## config.mk

```make
export PLATFORM = sky130hd
export DESIGN_NAME = change_dispenser
export DESIGN_NICKNAME = d
export VERILOG_FILES = /design/src/rtl/change_dispenser_pkg.sv /design/src/rtl/change_dispenser_coin_inventory.sv /design/src/rtl/change_dispenser.sv
export SDC_FILE = /design/constraint.sdc
export NUM_CORES = 1
export LEC_CHECK = 0
export CAP_MARGIN = 20
export CORE_MARGIN = 4
export CORE_UTILIZATION = 50
export CTS_BUF_LIST = sky130_fd_sc_hd__clkbuf_4
export CTS_CLUSTER_SIZE = 12
export DETAILED_ROUTE_END_ITERATION = 16
export MAX_ROUTING_LAYER = met4
export PLACE_DENSITY = 0.76
export SLEW_MARGIN = 15
export SYNTH_ARGS = -nofsm -noshare
export SYNTH_HDL_FRONTEND = slang
export SYNTH_SLANG_ARGS = --single-unit
```

## constraint.sdc

```tcl
create_clock -name clk -period 4 [get_ports clk]
set_input_delay 0.8 -clock clk [delete_from_list [all_inputs] [get_ports clk]]
set_output_delay 0.8 -clock clk [all_outputs]
set_load 0.1 [all_outputs]
```

## src/rtl/change_dispenser_pkg.sv

```systemverilog
// Shared encodings for the change dispenser: FSM states, denomination values and
// the one-hot coin codes used on the money bus (bit0=5, bit1=10, bit2=20).
package change_dispenser_pkg;

  typedef logic [2:0] state_t;
  typedef logic [2:0] coin_sel_t;

  localparam state_t ST_IDLE    = 3'd0;
  localparam state_t ST_CHECK   = 3'd1;
  localparam state_t ST_SELECT  = 3'd2;
  localparam state_t ST_REQ     = 3'd3;
  localparam state_t ST_RELEASE = 3'd4;
  localparam state_t ST_DONE    = 3'd5;

  localparam int DENO_5  = 5;
  localparam int DENO_10 = 10;
  localparam int DENO_20 = 20;

  localparam coin_sel_t SEL_NONE = 3'b000;
  localparam coin_sel_t SEL_5    = 3'b001;
  localparam coin_sel_t SEL_10   = 3'b010;
  localparam coin_sel_t SEL_20   = 3'b100;

  function automatic int deno_value(input coin_sel_t sel);
    case (sel)
      SEL_20:  return DENO_20;
      SEL_10:  return DENO_10;
      SEL_5:   return DENO_5;
      default: return 0;
    endcase
  endfunction

endpackage

```

## src/rtl/change_dispenser_coin_inventory.sv

```systemverilog
// Three saturating per-denomination coin counters with refill and single-coin
// decrement; a refill landing on the decrement cycle nets out as old - 1 + refill_cnt.
module change_dispenser_coin_inventory
  import change_dispenser_pkg::*;
#(
  parameter int INV_W    = 6,
  parameter int INV_INIT = 10
) (
  input  logic             clk,
  input  logic             reset_n,
  input  logic             dec,
  input  logic [2:0]       dec_sel,
  input  logic             refill,
  input  logic [2:0]       refill_sel,
  input  logic [INV_W-1:0] refill_cnt,
  output logic [2:0]       nonzero
);

  localparam logic [INV_W:0]   MAX_EXT = {1'b0, {INV_W{1'b1}}};
  localparam logic [INV_W-1:0] MAX_CNT = {INV_W{1'b1}};

  logic [INV_W-1:0] cnt_q [3];
  logic [INV_W-1:0] cnt_d [3];
  logic [INV_W:0]   sum   [3];

  always_comb begin
    for (int i = 0; i < 3; i++) begin
      sum[i] = {1'b0, cnt_q[i]};
      if (refill && refill_sel[i]) sum[i] = sum[i] + {1'b0, refill_cnt};
      // The FSM only picks nonempty denominations; the guard keeps a stray dec harmless.
      if (dec && dec_sel[i] && (cnt_q[i] != '0)) sum[i] = sum[i] - (INV_W+1)'(1);
      cnt_d[i] = (sum[i] > MAX_EXT) ? MAX_CNT : sum[i][INV_W-1:0];
    end
  end

  always_ff @(posedge clk or negedge reset_n) begin
    if (!reset_n) begin
      for (int i = 0; i < 3; i++) cnt_q[i] <= INV_W'(INV_INIT);
    end else begin
      for (int i = 0; i < 3; i++) cnt_q[i] <= cnt_d[i];
    end
  end

  assign nonzero = {|cnt_q[2], |cnt_q[1], |cnt_q[0]};

endmodule

```

## src/rtl/change_dispenser.sv

```systemverilog
// Change dispenser: greedy 20/10/5 coin selection driving a four-phase hopper handshake.
// Define CHANGE_INVENTORY_EN to enable finite per-denomination inventory and refill.
module change_dispenser
  import change_dispenser_pkg::*;
#(
  parameter int AMT_W    = 8,
  parameter int ACK_TMO  = 255,
  parameter int INV_W    = 6,
  parameter int INV_INIT = 10
) (
  input  logic             clk,
  input  logic             reset_n,
  input  logic             change_valid,
  input  logic [AMT_W-1:0] change_amount,
  output logic             ready,
  output logic             coin_req,
  output logic [2:0]       coin_sel,
  input  logic             hopper_ack,
  output logic             change_done,
  output logic             change_err,
  output logic [AMT_W-1:0] remaining,
  input  logic             refill,
  input  logic [2:0]       refill_sel,
  input  logic [INV_W-1:0] refill_cnt
);

  localparam int               TMO_W    = $clog2(ACK_TMO + 1);
  localparam logic [TMO_W-1:0] TMO_LAST = TMO_W'(ACK_TMO - 1);
  localparam logic [AMT_W-1:0] D5       = AMT_W'(DENO_5);
  localparam logic [AMT_W-1:0] D10      = AMT_W'(DENO_10);
  localparam logic [AMT_W-1:0] D20      = AMT_W'(DENO_20);

  state_t           state_q, state_d;
  logic [AMT_W-1:0] rem_q,   rem_d;
  coin_sel_t        sel_q,   sel_d;
  logic             err_q,   err_d;
  logic [TMO_W-1:0] tmo_q,   tmo_d;
  logic             dec;
  logic [2:0]       avail;

`ifdef CHANGE_INVENTORY_EN
  change_dispenser_coin_inventory #(
    .INV_W    (INV_W),
    .INV_INIT (INV_INIT)
  ) u_inv (
    .clk        (clk),
    .reset_n    (reset_n),
    .dec        (dec),
    .dec_sel    (sel_q),
    .refill     (refill),
    .refill_sel (refill_sel),
    .refill_cnt (refill_cnt),
    .nonzero    (avail)
  );
`else
  // Infinite inventory: the refill interface stays on the port list but has no effect.
  logic unused_cfg;
  assign unused_cfg = (^{refill, refill_sel, refill_cnt, dec}) ^ (INV_INIT != 0);
  assign avail      = 3'b111;
`endif

  always_comb begin
    state_d = state_q;
    rem_d   = rem_q;
    sel_d   = sel_q;
    err_d   = err_q;
    tmo_d   = tmo_q;
    dec     = 1'b0;
    case (state_q)
      ST_IDLE: begin
        if (change_valid) begin
          rem_d   = change_amount;
          err_d   = 1'b0;
          state_d = ST_CHECK;
        end
      end
      ST_CHECK: begin
        if (rem_q == '0) begin
          state_d = ST_DONE;
        end else if ((rem_q % D5) != '0) begin
          err_d   = 1'b1;
          state_d = ST_DONE;
        end else begin
          state_d = ST_SELECT;
        end
      end
      ST_SELECT: begin
        tmo_d   = '0;
        state_d = ST_REQ;
        if (rem_q == '0) begin
          state_d = ST_DONE;
        end else if ((rem_q >= D20) && avail[2]) begin
          sel_d = SEL_20;
        end else if ((rem_q >= D10) && avail[1]) begin
          sel_d = SEL_10;
        end else if ((rem_q >= D5) && avail[0]) begin
          sel_d = SEL_5;
        end else begin
          err_d   = 1'b1;
          state_d = ST_DONE;
        end
      end
      ST_REQ: begin
        if (hopper_ack) begin
          rem_d   = rem_q - AMT_W'(deno_value(sel_q));
          dec     = 1'b1;
          tmo_d   = '0;
          state_d = ST_RELEASE;
        end else if (tmo_q == TMO_LAST) begin
          err_d   = 1'b1;
          state_d = ST_DONE;
        end else begin
          tmo_d = tmo_q + TMO_W'(1);
        end
      end
      ST_RELEASE: begin
        if (!hopper_ack) begin
          sel_d   = SEL_NONE;
          state_d = ST_SELECT;
        end else if (tmo_q == TMO_LAST) begin
          err_d   = 1'b1;
          state_d = ST_DONE;
        end else begin
          tmo_d = tmo_q + TMO_W'(1);
        end
      end
      ST_DONE:  state_d = ST_IDLE;
      default:  state_d = ST_IDLE;
    endcase
  end

  always_ff @(posedge clk or negedge reset_n) begin
    if (!reset_n) begin
      state_q <= ST_IDLE;
      rem_q   <= '0;
      sel_q   <= SEL_NONE;
      err_q   <= 1'b0;
      tmo_q   <= '0;
    end else begin
      state_q <= state_d;
      rem_q   <= rem_d;
      sel_q   <= sel_d;
      err_q   <= err_d;
      tmo_q   <= tmo_d;
    end
  end

  // Outputs decode the registered state, so reset drops coin_req without waiting for a clock.
  assign ready       = (state_q == ST_IDLE);
  assign coin_req    = (state_q == ST_REQ);
  assign coin_sel    = coin_req ? sel_q : SEL_NONE;
  assign change_done = (state_q == ST_DONE);
  assign change_err  = change_done & err_q;
  assign remaining   = rem_q;

endmodule

```

==> flow_summary.yaml, run 1 <==
floorplanning:
  die_area_sq_um: 5680
  ios: 37
  chipWidth_um: 75.3
  die_h_um: 75.3
  core_area_sq_um: 4380
  start_util_pct: 51.7
  placementRows: 24
synthesis:
  synth_cell_type_count: 68
  synthArstFlopShare_pct: 100
  synthCells: 290
  ys_seq_area_share_pct: 25.4
  syn_area_sq_um: 2270
  synth-warning-count: 0
  synthTopCellsByCount: "o21ai_0 (31), dfrtp_1 (23), nand2_1 (23), nor2_1 (23), a21oi_1 (19)"
  synth.area.top_cells: "dfrtp_1 (25%), o21ai_0 (6.8%), ha_1 (5.0%)"
  yosysMostFrequentCell: "o21ai_0"
  synth_edf_count: 0
  synth_top_area_cell: "dfrtp_1"
  synth_flop_cell: "dfrtp_1"
  synth-seq-cells: 23
  yosys.area.top_type_share_pct: 25.4
  syn-num-nets: 322
  syn_avg_cell_area_sq_um: 7.82
setup_path:
  path_class: "flop to flop"
  path_delay_family: "compound AO/OA/AOI/OAI gates"
  critPathRequiredTime_ps: 4210
  end_kind: "flop"
  crit_slowest_cell: "dfrtp_1"
  worstPathCellList: "nor2_1, nand3_1, a32oi_1, nor2_1, ha_1, o31a_1, o31ai_2, nand4_2, o32a_1"
  cp_max_fo: 18
  path_buf_inv: 0
  arrival_ps: 3430
  cpPeakStageDelay_ps: 630
  startpoint_type: "flop"
  path_common_cell: "nor2_1"
clock_tree:
  cts_tree: "yes"
  cts.path.max_buffers: 2
  cts.repair.resized: 0
  postCtsHoldBufs: 0
  clock_sinks: 23
  insertion_delay_ps: 310
  cts-root-buf: "clkbuf_4"
  clk_pin_slew_ps: 140
  cts_setup_buffers: 0
  cts-buffers-inserted: 3
  cts_htree_levels: 1
final_layout:
  multi_input_area_sq_um: 1550
  regArea_sq_um: 576
  area_delta_synth_final_pct: 12.1
  final_nets: 340
  drive_gt1_share_pct: 10.7
  diodes: 0
  fill_cells: 429
  instances_no_fill: 359
timing:
  period_needed_ps: 3210
  drv_slew: 0
  tightest_slew_ps: 962
  slew_headroom_pct: 35.7
  finClkSkew_ps: 3.74
  setup_viol: 0
  fin_hold_ws_ps: 447
  final.setup.worst_slack_ps: 787
  fmax_mhz: 311
  setup_tns_ps: 0
  hold_viol_final: 0
  rsz0062_at_grt: "false"
  period_share_pct: 80.3
routing:
  num_vias: 2228
  firstDrtPassIters: 4
  postRouteAntennaNets: 0
  routedWlPerCell_um: 15.0
  route.detailed.drc: 0
  drt-total-wl_um: 5380
  first_iter_violations: 115
  vias_per_cell: 6.21
pwr:
  peakVddDrop_v: 0.000594
  internal_power_mw: 0.986
  p_per_area_nw_per_um2: 938
  switchingPower_mw: 1.40
  clkPwrFrac_pct: 4.7
  p_total_mw: 2.39
  comb_power_share_pct: 73.9
  swShare_pct: 58.7
  leakagePower_nw: 1.03
  seqPwrFrac_pct: 21.3
grt:
  track_usage_pct: 21.1
  grt.overflow.total: 0
  grt_pass1_vias: 2045
  grt_antenna_before_repair: 0
  grt_max_degree: 24
  grt_pass1_wl_um: 9240
status:
  status: "completed"
place:
  dp_cells: 355
  dpl_worst_slack_ps: 811
  globalplace.congestion: 0.873
  hpwl_um: 3950
  portBuffers: 26
hold_path:
  holdCritPathClass: "input port to async pin"
run:
  drv_cap: 0
==> logic make-up (layout without fill, tap and decap cells) <==
group | after synthesis | after routing | share of synthesized area, %
buffers and inverters | 32 | 49 | 6.46
adders and majority gates | 10 | 10 | 5.85
AOI/OAI and AO/OA | 107 | 107 | 32.0
xor gates and xnor gates | 6 | 6 | 2.32
and+or+nand+nor | 110 | 110 | 27.0
muxes | 2 | 2 | 0.938
DFF | 23 | 23 | 25.4
==> layout make-up <==
type | instances | area share, %
well taps | 52 | 2.56
clock inverters | 1 | 0.197
inverters | 15 | 2.21
repair buffers | 30 | 10.5
clock buffers | 3 | 0.886
flip-flops and latches | 23 | 22.6
multi-input cells | 235 | 61.0
==> worst paths after layout <==
path,from,to,slack [ps],cells after the start
setup / recovery,remaining[3],state_q[0],790,9
hold / removal,reset_n,remaining[7],450,1
max in group asynchronous,reset_n,sel_q[0],3190,1
min in group clk,tmo_q[2],tmo_q[2],530,2
hold reg to reg,tmo_q[2],tmo_q[2],530,2
setup reg to reg,remaining[3],state_q[0],790,9
==> metal layers <==
layer | global-route usage (%) | routed length, um
met1 | 27.4 | 2430
met2 | 35.4 | 2710
met3 | 1.58 | 190
met4 | 6.21 | 41
met5 | - | 0
==> power by group through the flow <==
stage	Clock, mW	Sequential (mW)	Combinational [mW]
finish	0.113	0.508	1.76
global route	0.128	0.537	1.94
CTS	0.117	0.506	1.77
detailed placement	0	0.512	1.76
global placement	0	0.509	1.74
floorplan	0	0.661	1.28
==> registers in the layout (all words and copies together) (netlist names) <==
| signal | flops |
|---|---|
| tmo_q | 8 |
| remaining | 8 |
| sel_q | 3 |
| err_q | 1 |
| state_q | 3 |
==> worst register-to-register path: cells and delay by family (launching register included) <==
kind / cells / cell delay (ps)
AOI/OAI and AO/OA: 4 / 1330
and+or+nand+nor: 4 / 900
adders and majority gates: 1 / 260
DFF: 1 / 630
==> metrics by stage <==
step                utilization (%)  instance area, sq um
CTS                            58.1                  2550
floorplan                         -                  2270
global route                   58.0                  2540
finish                         58.0                  2540
detailed placement             57.5                  2520
global placement               57.5                  2520
==> layout by cell type, fill, tap and decap left out, types with 3 or more instances in the layout <==
master and n:
a211oi_1 8, a21o_1 5, ha_1 9, nand2b_1 4, o21ai_0 31, a31oi_1 7, and2_1 3, nor3b_1 3
clkbuf_4 3, o31a_1 3, nor2b_1 4, or3_1 3, a21oi_1 19, nor3_1 11, and2b_1 3, clkdlybuf4s50_1 18
nand2_1 23, a22o_1 4, and3_1 6, nor2_1 23, buf_4 11, dfrtp_1 23, nand3_1 8, nor3b_2 3
inv_1 11, xnor2_1 5
No activity file was read; power rests on OpenSTA's default activity.
==> run 2, diff against run 1 <==
clock period = 3 ns   (was 4 ns; I/O delays follow)
==> run 2 against run 1 <==
Effect of this change:
- sequential share of layout area fell by 0.69 points
- setup slack got worse by 640 ps
- design area rose by 4.9%
- register-to-register slack got worse by 640 ps
- via count rose by 1.6%
- critical endpoint unchanged
==> flow_summary.yaml, run 2 (synthesis gave the netlist of run 1 again) <==
grt:
  track_usage_pct: 21.9
  grt.overflow.total: 0
  grt_pass1_vias: 2123
  grt_pass1_wl_um: 9560
  grt_antenna_before_repair: 0
  grt_max_degree: 24
clock_tree:
  cts_tree: "yes"
  cts.repair.resized: 0
  cts.path.max_buffers: 2
  insertion_delay_ps: 310
  clk_pin_slew_ps: 140
  cts-buffers-inserted: 3
  postCtsHoldBufs: 0
  cts_htree_levels: 1
  cts_setup_buffers: 0
  clock_sinks: 23
  cts-root-buf: "clkbuf_4"
status:
  status: "completed"
timing:
  period_share_pct: 95.0
  slew_headroom_pct: 49.7
  hold_viol_final: 0
  final.setup.worst_slack_ps: 149
  finClkSkew_ps: 8.30
  period_needed_ps: 2850
  rsz0062_at_grt: "false"
  setup_viol: 0
  drv_slew: 0
  tightest_slew_ps: 753
  fmax_mhz: 351
place:
  dpl_worst_slack_ps: 120
  hpwl_um: 4280
  globalplace.congestion: 0.866
  postPlaceCellArea_sq_um: 2620
  portBuffers: 26
pwr:
  peakVddDrop_v: 0.000637
  leakagePower_nw: 1.09
  p_per_area_nw_per_um2: 1260
  p_total_mw: 3.37
hold_path:
  hold_start: "tmo_q[2]"
  worstHoldPathCells: 2
  holdCritPathClass: "flop to flop"
  whs_endpoint: "tmo_q[2]"
floorplanning:
  placementRows: 24
  chipWidth_um: 75.3
  die_area_sq_um: 5680
  core_area_sq_um: 4380
  die_h_um: 75.3
  start_util_pct: 51.7
  ios: 37
routing:
  firstDrtPassIters: 4
  vias_per_cell: 6.12
  route.detailed.drc: 0
  routedWlPerCell_um: 15.1
  drt-total-wl_um: 5570
  first_iter_violations: 137
  postRouteAntennaNets: 0
  num_vias: 2264
setup_path:
  worstPathCellList: "clkinv_1, nor3_1, a211oi_1, a32oi_2, nor2_2, ha_1, o31a_1, o31ai_2, nand4_4, o32a_1"
  cpPeakStageDelay_ps: 520
  r2r.worst_path.cells: 10
  r2r-start: "remaining[7]"
  cp_max_fo: 10
  critPathRequiredTime_ps: 3210
  arrival_ps: 3060
  regToRegEndpoint: "state_q[0]"
  end_kind: "flop"
  startpoint_type: "flop"
  crit_slowest_cell: "dfrtp_2"
  r2r_slack_ps: 150
  path_class: "flop to flop"
final_layout:
  fill_cells: 403
  diodes: 0
  regArea_sq_um: 586
  final_nets: 351
  drive_gt1_share_pct: 19.2
  final_cell_mix: "o21ai_0 (31), buf_4 (29), nand2_1 (23)"
  final_common_cell: "o21ai_0"
  finish.instance_area_sq_um: 2670
  area_delta_synth_final_pct: 17.7
  multi_input_area_sq_um: 1590
run:
  drv_cap: 0
## run 2: cell count changes in the layout (fill, tap and decap cells not counted), sizes merged
cell and change:
buf +18, clkdlybuf4s50 -7
## run 2: worst max-delay path: cells and delay by family, from the launching register on
family                   cells  cell delay (ps)
flip-flops                   1              520
AO/OA/AOI/OAI                5             1320
adder cells (fa/ha/maj)      1              210
buffers and inverters        1              190
AND/OR/NAND/NOR              3              520
## run 2: how the worst max path moves through the flow
stage	cells after the start	endpoint	slack [ps]	from
after CTS	12	state_q[0]	90	remaining[3]
final	10	state_q[0]	150	remaining[7]
after global routing	11	state_q[0]	3	remaining[5]
after global placement	12	state_q[0]	140	remaining[3]
after floorplan	4	change_err	-670	state_q[0]
after detailed placement	12	state_q[0]	120	remaining[3]
## run 2: through the flow
stage	cells	utilization [%]	TNS [ps]	hold slack [ps]
after floorplan	290	-	-672	304
after global placement	366	59.7	0	486
after detailed placement	366	59.7	0	513
after CTS	370	60.3	0	544
after global routing	370	60.8	0	584
final	370	60.8	0	539
## run 2: layout make-up
class	count	area share (%)
multi-input combinational	235	59.4
sequential	23	22.0
timing repair buffer	41	13.0
tap	52	2.44
inverter	15	2.11
clock buffer	3	0.844
clock inverter	1	0.188
## run 2: power breakdown
part / internal [mW] / leakage [nW] / switching (mW)
logic: 0.959 / 0.792 / 1.67
clock network: 0.0498 / 0.0177 / 0.0983
registers: 0.419 / 0.282 / 0.176
## run 2: per-layer routing
metal | share of wire, % | up-vias | track usage [%]
met5 | 0 | - | -
met4 | 0.84 | 0 | 5.83
met3 | 2.6 | 4 | 1.72
met2 | 50 | 30 | 36.6
met1 | 46 | 1093 | 28.5
li1 | - | 1137 | -
